==> config.mk <==
export PLATFORM = sky130hd
export DESIGN_NAME = lfsr_rand_range
export DESIGN_NICKNAME = d
export VERILOG_FILES = /design/src/rtl/lfsr_rand_range.sv
export SDC_FILE = /design/constraint.sdc
export NUM_CORES = 1
export LEC_CHECK = 0
export BUFFER_PORTS_ARGS = -buffer_cell sky130_fd_sc_hd__buf_4
export CAP_MARGIN = 20
export CORE_AREA = 5 5 55 48
export DETAILED_ROUTE_END_ITERATION = 8
export DIE_AREA = 0 0 60 53
export GPL_TIMING_DRIVEN = 0
export PLACE_DENSITY = 0.79
export SYNTH_ARGS = -nofsm -noshare
export SYNTH_HDL_FRONTEND = slang
export SYNTH_SLANG_ARGS = --single-unit
==> constraint.sdc <==
create_clock -name clk -period 2.61 [get_ports clk]
set_clock_uncertainty 0.2 [all_clocks]
set_input_delay 0.522 -clock clk [delete_from_list [all_inputs] [get_ports clk]]
set_output_delay 0.522 -clock clk [all_outputs]
set_load 0.01 [all_outputs]
==> src/rtl/lfsr_rand_range.sv <==
// Fibonacci LFSR with a req/valid draw engine returning values in [0, RANGE-1].
// Ports: clk, rst (sync, active-low), req, rdy, valid, num, q; seed_ld/seed_in
// exist only when LFSR_SEED_LOAD_EN is defined.
module lfsr_rand_range #(
  parameter int unsigned      WIDTH = 16,
  parameter logic [WIDTH-1:0] TAPS  = 16'h8016,
  parameter logic [WIDTH-1:0] SEED  = 16'hFFFF,
  parameter int unsigned      OUT_W = 5,
  parameter int unsigned      RANGE = 26,
  parameter int unsigned      STEPS = 1
) (
  input  logic             clk,
  input  logic             rst,
  input  logic             req,
`ifdef LFSR_SEED_LOAD_EN
  input  logic             seed_ld,
  input  logic [WIDTH-1:0] seed_in,
`endif
  output logic             rdy,
  output logic             valid,
  output logic [OUT_W-1:0] num,
  output logic [WIDTH-1:0] q
);

  localparam int unsigned CW = $clog2(STEPS + 1);

  // One extra bit so RANGE = 2**OUT_W is representable and never rejects.
  localparam logic [OUT_W:0] RNG = (OUT_W + 1)'(RANGE);
  localparam logic [CW-1:0]  LAST = CW'(STEPS);

  typedef enum logic [1:0] {
    IDLE,
    SHIFT,
    CHECK
  } state_t;

  state_t           state;
  state_t           state_n;
  logic [WIDTH-1:0] lfsr;
  logic [WIDTH-1:0] lfsr_n;
  logic [CW-1:0]    cnt;
  logic [CW-1:0]    cnt_n;
  logic [CW-1:0]    cnt_inc;
  logic [OUT_W-1:0] num_n;
  logic             valid_n;

  logic             fb;
  logic [WIDTH-1:0] shifted;
  logic [WIDTH-1:0] lfsr_adv;
  logic [OUT_W-1:0] cand;
  logic             accept;

  assign fb       = ^(lfsr & TAPS);
  assign shifted  = {lfsr[WIDTH-2:0], fb};
  // Never let the register settle into the all-zero lock-up state.
  assign lfsr_adv = (shifted == '0) ? SEED : shifted;
  assign cand     = lfsr[OUT_W-1:0];
  assign accept   = {1'b0, cand} < RNG;
  assign cnt_inc  = cnt + 1'b1;

  assign rdy   = (state == IDLE);
  assign q     = lfsr;

  always_comb begin
    state_n = state;
    lfsr_n  = lfsr;
    cnt_n   = cnt;
    num_n   = num;
    valid_n = 1'b0;
    unique case (state)
      IDLE: begin
        if (req) begin
          state_n = SHIFT;
          cnt_n   = '0;
        end
      end
      SHIFT: begin
        lfsr_n = lfsr_adv;
        cnt_n  = cnt_inc;
        if (cnt_inc == LAST) begin
          state_n = CHECK;
        end
      end
      CHECK: begin
        if (accept) begin
          num_n   = cand;
          valid_n = 1'b1;
          state_n = IDLE;
        end else begin
          state_n = SHIFT;
          cnt_n   = '0;
        end
      end
      default: begin
        state_n = IDLE;
        cnt_n   = '0;
      end
    endcase
`ifdef LFSR_SEED_LOAD_EN
    // Seed load aborts any draw and leaves the last result untouched.
    if (seed_ld) begin
      lfsr_n  = (seed_in == '0) ? SEED : seed_in;
      state_n = IDLE;
      cnt_n   = '0;
      num_n   = num;
      valid_n = 1'b0;
    end
`endif
  end

  always_ff @(posedge clk) begin
    if (!rst) begin
      state <= IDLE;
    end else begin
      state <= state_n;
    end
  end

  always_ff @(posedge clk) begin
    if (!rst) begin
      lfsr  <= SEED;
      cnt   <= '0;
      num   <= '0;
      valid <= 1'b0;
    end else begin
      lfsr  <= lfsr_n;
      cnt   <= cnt_n;
      num   <= num_n;
      valid <= valid_n;
    end
  end

endmodule

# After elaboration in Yosys (flattened, before gate mapping)
# Index checks and enable logic that the tools add are counted.
classes:
  addsub: 1
  order_cmp: 1
  eq_ne: 5
  muxes: 9
  reduce_logical: 7
ops:
  columns: ["op", "count"]
  rows:
  - ["$logic_not A16 Y1", 1]
  - ["$mux W16", 1]
  - ["$reduce_xor A16 Y1", 1]
  - ["$reduce_and A2 Y1", 4]
  - ["$ne A2 B2 Y1 const B", 3]
  - ["$pmux W2 S3", 1]
  - ["$lt A5 B5 Y1 const B", 1]
  - ["$mux W1", 4]
  - ["$mux W2", 2]
  - ["$pmux W1 S3", 1]
  - ["$eq A2 B1 Y1 const B", 1]
  - ["$eq A2 B2 Y1 const B", 1]
  - ["$logic_not A2 Y1", 1]
  - ["$add A1 B1 Y1 const B", 1]
word_totals:
  regBits: 25
  out_inout_bits: 23

# Logic depth before layout (Yosys ltp)
# Gate-level depths: netlist (run 1).
logic_depth:
  depth_word: 3
  depth_mapped: 7
  mapped_depth_nobuf: 6

# Worst setup path after synthesis (run 1)
# No wires, ideal clock.
synth_path:
  path_kind: "flip-flop to flip-flop"
  from: "reg lfsr[1] (netlist: q[1])"
  to: "reg lfsr[13] (netlist: q[13])"
  setup_ns: 0.117
  arrival_time_ns: 1.614
  setup_slack_ns: 0.680
  stages_incl_launch_ff: 8
  synth_period_minus_slack_ns: 1.930
  path_cell_list: "dfxtp_1 -> inv_1 -> ha_1 -> xnor2_1 -> xnor2_1 -> o21bai_4 -> buf_6 -> o22a_1"
synth_between:
  elab_chain_len: 3
synth_lines:
  columns: ["element", "line_no", "rtl"]
  rows:
  - ["start, declared", "39", "logic [WIDTH-1:0] lfsr;"]
  - ["start signal, assigned", "126", "lfsr <= lfsr_n;"]
  - ["$reduce_xor A16 Y1", "53", "assign fb = ^(lfsr & TAPS);"]
  - ["$logic_not A16 Y1 *", "56", "assign lfsr_adv = (shifted == '0) ? SEED : shifted;"]
  - ["$mux W16 *", "56", null]
# Mark *: on every way between the ends. The rest lies on a longest branch, timed or not.
# A chain may end at the register's enable or synchronous reset.

# Worst setup path after layout (run 1)
layout_path:
  from: "reg lfsr[1] (netlist: q[1])"
  to: "reg lfsr[2] (netlist: q[2])"
layout_between:
  elab_chain_len: 3
layout_lines:
  columns: ["element", "line_no"]
  rows:
  - ["$reduce_xor A16 Y1", "53"]
  - ["$logic_not A16 Y1", "56"]
  - ["$mux W16 *", "56"]
# Marks and branches as above.

==> flow_metrics.tcl, run 1 <==
set metrics [dict create \
    crit_type "reg2reg" \
    r2r-start "q[1]" \
    fin_nets 119 \
    hpwl_um 1419 \
    area_delta_synth_final_pct 26.17 \
    period_needed_ns 2.025 \
    post_cts_resized 0 \
    hold_start "cnt" \
    drtPass1Iterations 4 \
    vias_per_cell 5.254 \
    grt_pass1_wl_um 3215 \
    die-area_mm2 0.003180 \
    maxSlewHeadroom_pct 68.25 \
    die_x_um 60 \
    cts_tree "built" \
    synth_compound_area_share_pct 19.23 \
    r2r_cells 7 \
    placementRows 15 \
    postCtsSetupBuffers 0 \
    synth_top_family_by_area "compound AO/OA/AOI/OAI gates" \
    setup-violations-final 0 \
    avgRoutedWirePerCell_um 13.73 \
    synthAdderAreaFrac_pct 2.670 \
    grt_max_degree 14 \
    portBuffers 25 \
    grt_usage_pct 13.20 \
    hold_depth 1 \
    io_pins 26 \
    grt_overflow 0 \
    mostFrequentLayoutCells "dfxtp_1 (25), buf_4 (25), nor2_1 (12)" \
    crit_arrival_ns 2.03 \
    max_freq_mhz 493.8 \
    numCtsBuffers 3 \
    core-area_mm2 0.002027 \
    cts_root_buf "clkbuf_4" \
    power_density_mw_per_mm2 504.6 \
    cts_num_sinks 25 \
    finalCritPeriodShare_pct 77.60 \
    ant_nets 0 \
    path_max_fanout 10 \
    hold_path_class "reg2reg" \
    power.leakage_uw 0.0005088 \
    fin_area_mm2 0.001182 \
    r2r_slack_ns 0.58 \
    syn_nets 89 \
    wl_um 1895 \
    worstMarginPinSlew_ns 0.4730 \
    synth_xor_area_share_pct 1.869 \
    cts_hold_buf 0 \
    drive_gt1_share_pct 36.28 \
    startpoint_type "flop" \
    endpoint_kind "flop" \
    grt_pass1_vias 724 \
    syn_area_per_cell_um2 11.16 \
    status "complete, no violations" \
    path_common_cell "xnor2_1" \
    h-tree-depth 1 \
    cp_slowest_cell "dfxtp_1" \
    synth.area.mux_share_pct 6.409 \
    clk_latency_ns 0.30 \
    cts.path.max_buffers 2 \
    netlist_area_um2 937.1 \
    critPathMaxStageDelay_ns 0.42 \
    synthCells 84 \
    drtIter0Drc 12 \
    diodes 0 \
    tns_ns 0 \
    slew_viol_final 0 \
    hold-path-endpoint "state[1]" \
    initial_core_util_pct 46.23 \
    rr_endpoint "q[2]" \
    synth.distinct_cells 23 \
    via_count 725 \
    rsz0062_at_grt "false" \
    yosysWarnings 0 \
    finalHoldViolCount 0 \
    place.gp.congestion 0.7056 \
    postPlaceCellArea_mm2 0.001156 \
    antenna_found_initial 0 \
    crit_required_ns 2.61 \
    seq_area_frac_synth_pct 53.40 \
    cp_cell_sequence "inv_1 -> ha_1 -> xnor2_1 -> xnor2_1 -> o21bai_4 -> buf_6 -> o22a_1" \
    drc_errors 0 \
    drv_cap 0 \
    chipHeight_um 53 \
    path_clk_slew_ns 0.12 \
    synth-seq-cells 25 \
    synth-simple-area-share_pct 12.55 \
    ir_drop_v 0.0003360 \
]
==> cell type report <==
class | instances | area (um2)
well taps | 25 | 31.28
inverters | 4 | 15.01
multi-input cells | 52 | 400.4
flip-flops and latches | 25 | 500.5
clock buffers | 4 | 26.28
repair buffers | 25 | 187.7
fillers | 171 | 844.6
plain buffers | 3 | 21.27
==> metal layers <==
metal,up-vias,share of wire (%),GRT usage [%]
li1,368,-,-
met1,337,45,17.01
met2,18,48,21.76
met3,2,6.0,2.683
met4,0,0.74,4.428
met5,-,0,0
==> power breakdown <==
| group | switching, uW | internal (uW) |
|---|---|---|
| sequential | 6.85 | 387 |
| clock | 101 | 59.5 |
| combinational | 22.4 | 19.6 |
| total | 131 | 466 |
==> cell usage after synthesis, drive strengths merged <==
cell / instances / area share, %
o21ai: 1 / 0.53
nand4: 1 / 0.67
dfxtp: 25 / 53
a21oi: 2 / 1.1
nor4: 2 / 1.3
mux2i: 6 / 6.4
nand3: 1 / 0.53
nand2: 1 / 0.40
xnor2: 2 / 1.9
ha: 2 / 2.7
nor2: 12 / 4.8
buf: 3 / 2.3
or3b: 1 / 0.93
inv: 4 / 1.6
o21bai: 1 / 2.0
nor4b: 1 / 0.93
o22a: 16 / 16
and3b: 1 / 0.93
or3: 2 / 2.0
==> through the flow <==
step,setup WS (ns),hold slack [ns],utilization [%],cells,total power (uW)
floorplan,0.6796,0.2225,-,84,429.0
CTS,0.5711,0.2671,58.33,138,605.2
global route,0.4667,0.3112,58.33,138,625.5
detailed placement,0.5809,0.2443,57.04,134,444.2
global placement,0.6443,0.2348,57.04,134,442.7
finish,0.5847,0.2637,58.33,138,596.6
==> registers in the layout (all words and copies together) (netlist names) <==
| register | cells |
|---|---|
| cnt | 1 |
| valid | 1 |
| state | 2 |
| q | 16 |
| num | 5 |
==> critical path, delay by kind of cell (launching register included) <==
kind,cells,cell delay (ns)
xor+xnor,2,0.43
compound gates,2,0.33
flops,1,0.42
buf+inv,2,0.25
fa+ha+maj,1,0.30
==> logic make-up after synthesis <==
family,after synthesis
XOR/XNOR,2
AO/OA/AOI/OAI,20
buffers and inverters,7
multiplexers,6
flip-flops,25
adder cells (fa/ha/maj),2
AND/OR/NAND/NOR,22
==> worst max path at each step <==
stage / start / end / slack [ns] / depth (start not counted)
2_1_floorplan: q[1] / q[13] / 0.68 / 7
3_3_place_gp: q[1] / q[7] / 0.64 / 7
3_5_place_dp: q[1] / q[13] / 0.58 / 7
4_1_cts: q[1] / q[2] / 0.57 / 7
5_1_grt: q[1] / q[4] / 0.47 / 7
6_report: q[1] / q[2] / 0.58 / 7
Power figures use the tool's default switching activity.
==> run 2, diff against run 1 <==
==> config.mk (replaced) <==
export PLATFORM = sky130hd
export DESIGN_NAME = lfsr_rand_range
export DESIGN_NICKNAME = d
export VERILOG_FILES = /design/src/rtl/lfsr_rand_range.sv
export SDC_FILE = /design/constraint.sdc
export NUM_CORES = 1
export LEC_CHECK = 0
export ABC_AREA = 1
export BUFFER_PORTS_ARGS = -buffer_cell sky130_fd_sc_hd__buf_4
export CAP_MARGIN = 20
export CORE_AREA = 5 5 62 53
export DETAILED_ROUTE_END_ITERATION = 8
export DIE_AREA = 0 0 67 58
export GPL_TIMING_DRIVEN = 0
export PLACE_DENSITY = 0.76
export SYNTH_ARGS = -nofsm -noshare
export SYNTH_HDL_FRONTEND = slang
export SYNTH_SLANG_ARGS = --single-unit
==> constraint.sdc (replaced) <==
create_clock -name clk -period 1.8 [get_ports clk]
set_clock_uncertainty 0.2 [all_clocks]
set_input_delay 0.36 -clock clk [delete_from_list [all_inputs] [get_ports clk]]
set_output_delay 0.36 -clock clk [all_outputs]
set_load 0.01 [all_outputs]
==> run 2 against run 1 <==
Worst setup slack worse by 0.48 ns; flip-flop and latch count stayed put; cell count is 73% higher; global-route usage is 0.62 points lower; sequential share of layout area is 7.6 points lower; sequential power is 67% higher; highest routed layer unchanged; non-clock buffer count is 6 higher; design area is 22% higher; critical path type unchanged; synthesized area is 20% higher; fmax is 19% higher.
==> flow_metrics.tcl, run 2 <==
set metrics [dict create \
    yosys.area.top_type "dfxtp_1" \
    ant_nets 0 \
    die_x_um 67 \
    syn_nets 172 \
    yosysWarnings 0 \
    grt_usage_pct 12.59 \
    power.leakage_uw 0.0007292 \
    cts_tree "built" \
    post-route-util_pct 55.28 \
    cts_root_buf "clkbuf_4" \
    path_max_fanout 5 \
    async_flop_share_pct 0 \
    grt_pass1_vias 885 \
    layout_commonest_cell "nand2_1" \
    synth.area.top_cells "dfxtp_1 (44%), nand2_1 (20%), a21oi_1 (7.5%)" \
    crit_type "reg2reg" \
    fill_cells 258 \
    io_pins 26 \
    cp_cell_sequence "inv_2 -> ha_4 -> inv_1 -> nand2_1 -> nand2_1 -> nand2_1 -> nand2_1 -> nand3_2 -> buf_6 -> nand2_1 -> nand2_1 -> nand2_1" \
    hold_depth 2 \
    cp_slowest_cell "dfxtp_2" \
    numCtsBuffers 3 \
    synth_ff_type "dfxtp_1" \
    hpwl_um 1796 \
    drive_gt1_share_pct 24.38 \
    r2r_cells 12 \
    avgRoutedWirePerCell_um 10.37 \
    crit_cells 12 \
    hold_path_class "in2reg" \
    busiest_layer "met2" \
    drc_errors 0 \
    path_common_cell "nand2_1" \
    chipHeight_um 58 \
    multiInputGateArea_um2 519.2 \
    max_freq_mhz 589.7 \
    slew_viol_final 0 \
    cts.path.max_buffers 2 \
    endpoint_kind "flop" \
    synth-seq-cells 25 \
    synth_top_area_share_pct 44.35 \
    startpoint_type "flop" \
    wl_um 2479 \
    core-area_mm2 0.002616 \
    use_met2_pct 20.17 \
    maxSlewHeadroom_pct 81.71 \
    area_delta_synth_final_pct 28.16 \
    finalCritPeriodShare_pct 94.20 \
    place.gp.congestion 0.8183 \
    drtIter0Drc 45 \
    power_density_mw_per_mm2 869.1 \
    syn_area_per_cell_um2 6.758 \
    cp.buffers_inverters 3 \
    path_clk_slew_ns 0.14 \
    period_needed_ns 1.696 \
    drv_cap 0 \
    finalHoldViolCount 0 \
    mostFrequentLayoutCells "nand2_1 (61), buf_4 (30), dfxtp_1 (23)" \
    die-area_mm2 0.003886 \
    grt_max_degree 16 \
    regArea_um2 503.0 \
    post-synth-top-count-cell "nand2_1" \
    vias_per_cell 4.573 \
    largest_reg_flops 16 \
    critPathMaxStageDelay_ns 0.38 \
    seq_area_frac_synth_pct 44.35 \
    synth_top_cells_by_count "nand2_1 (61), dfxtp_1 (25), inv_1 (20), nor2_1 (19), a21oi_1 (17)" \
    worstMarginPinSlew_ns 0.2726 \
    cts_hold_buf 0 \
    cts_num_sinks 25 \
    initial_core_util_pct 43.14 \
    portBuffers 25 \
    synth.distinct_cells 18 \
    drtPass1Iterations 4 \
    grt_pass1_wl_um 3781 \
    fin_nets 207 \
    setup-violations-final 0 \
    antenna_found_initial 0 \
    path_delay_family "simple AND/OR/NAND/NOR gates" \
    use_met3_pct 4.070 \
    placementRows 17 \
    crit_required_ns 1.84 \
    finalPower_uw 1257 \
    diodes 0 \
    netlist_area_mm2 0.001129 \
    via_count 1093 \
    clk_latency_ns 0.33 \
    grt_overflow 0 \
    holdWs_ns 0.04930 \
    globalRouteMet1Util_pct 15.82 \
    layout_setup_ws_ns 0.1043 \
    crit_arrival_ns 1.74 \
    ir_drop_v 0.0004520 \
    h-tree-depth 1 \
    pre_cts_slack_ns -0.04721 \
    synth_edf_count 0 \
    status "complete, no violations" \
    synthCells 167 \
]
run 2: worst paths after layout:
check	slack [ns]	to	from
worst max-delay path	0.10	q[1]	q[1]
worst min-delay path	0.05	q[0]	rst
worst max register to register	0.10	q[1]	q[1]
worst min register to register	0.27	cnt	cnt
run 2: metrics by stage:
step / instance area, um2 / TNS (ns) / std cells
final: 1446 / 0 / 239
after global routing: 1446 / -0.02102 / 239
after CTS: 1411 / 0 / 236
after detailed placement: 1364 / -0.2853 / 230
after global placement: 1364 / 0 / 230
after floorplan: 1129 / 0 / 167
run 2: per-layer routing:
layer  vias up  wire length, um
met2        32             1174
met3         2              184
met1       482             1097
met5         -                0
met4         0               23
li1        577                -
run 2: cell families after synthesis:
kind of cell,after synthesis,share of synthesized area (%)
compound gates,22,9.756
fa+ha+maj,2,2.217
buf+inv,27,10.75
flops,25,44.35
simple gates,91,32.93
run 2: area by class of cell:
cell class / instances / share of cell area, %
Clock inverter: 1 / 0.5190
Buffer: 4 / 2.422
Clock buffer: 3 / 1.557
Inverter: 23 / 5.969
Multi-Input combinational cell: 115 / 35.90
Tap cell: 38 / 3.287
Timing Repair Buffer: 30 / 15.57
Sequential cell: 25 / 34.77
run 2: power by group:
group	switching [uW]	leakage [uW]	total (uW)	internal, uW
sequential	50.5	0.000204	658	607
clock	178	0.0000139	263	85.2
combinational	184	0.000511	336	152
total	413	0.000729	1260	845
run 2: what timing repair did:
action | in CTS | in global routing
setup buffers | 2 | 2
endpoints found under the setup margin | 10 | 15
gates cloned | 0 | 1
gates resized for setup | 2 | 5
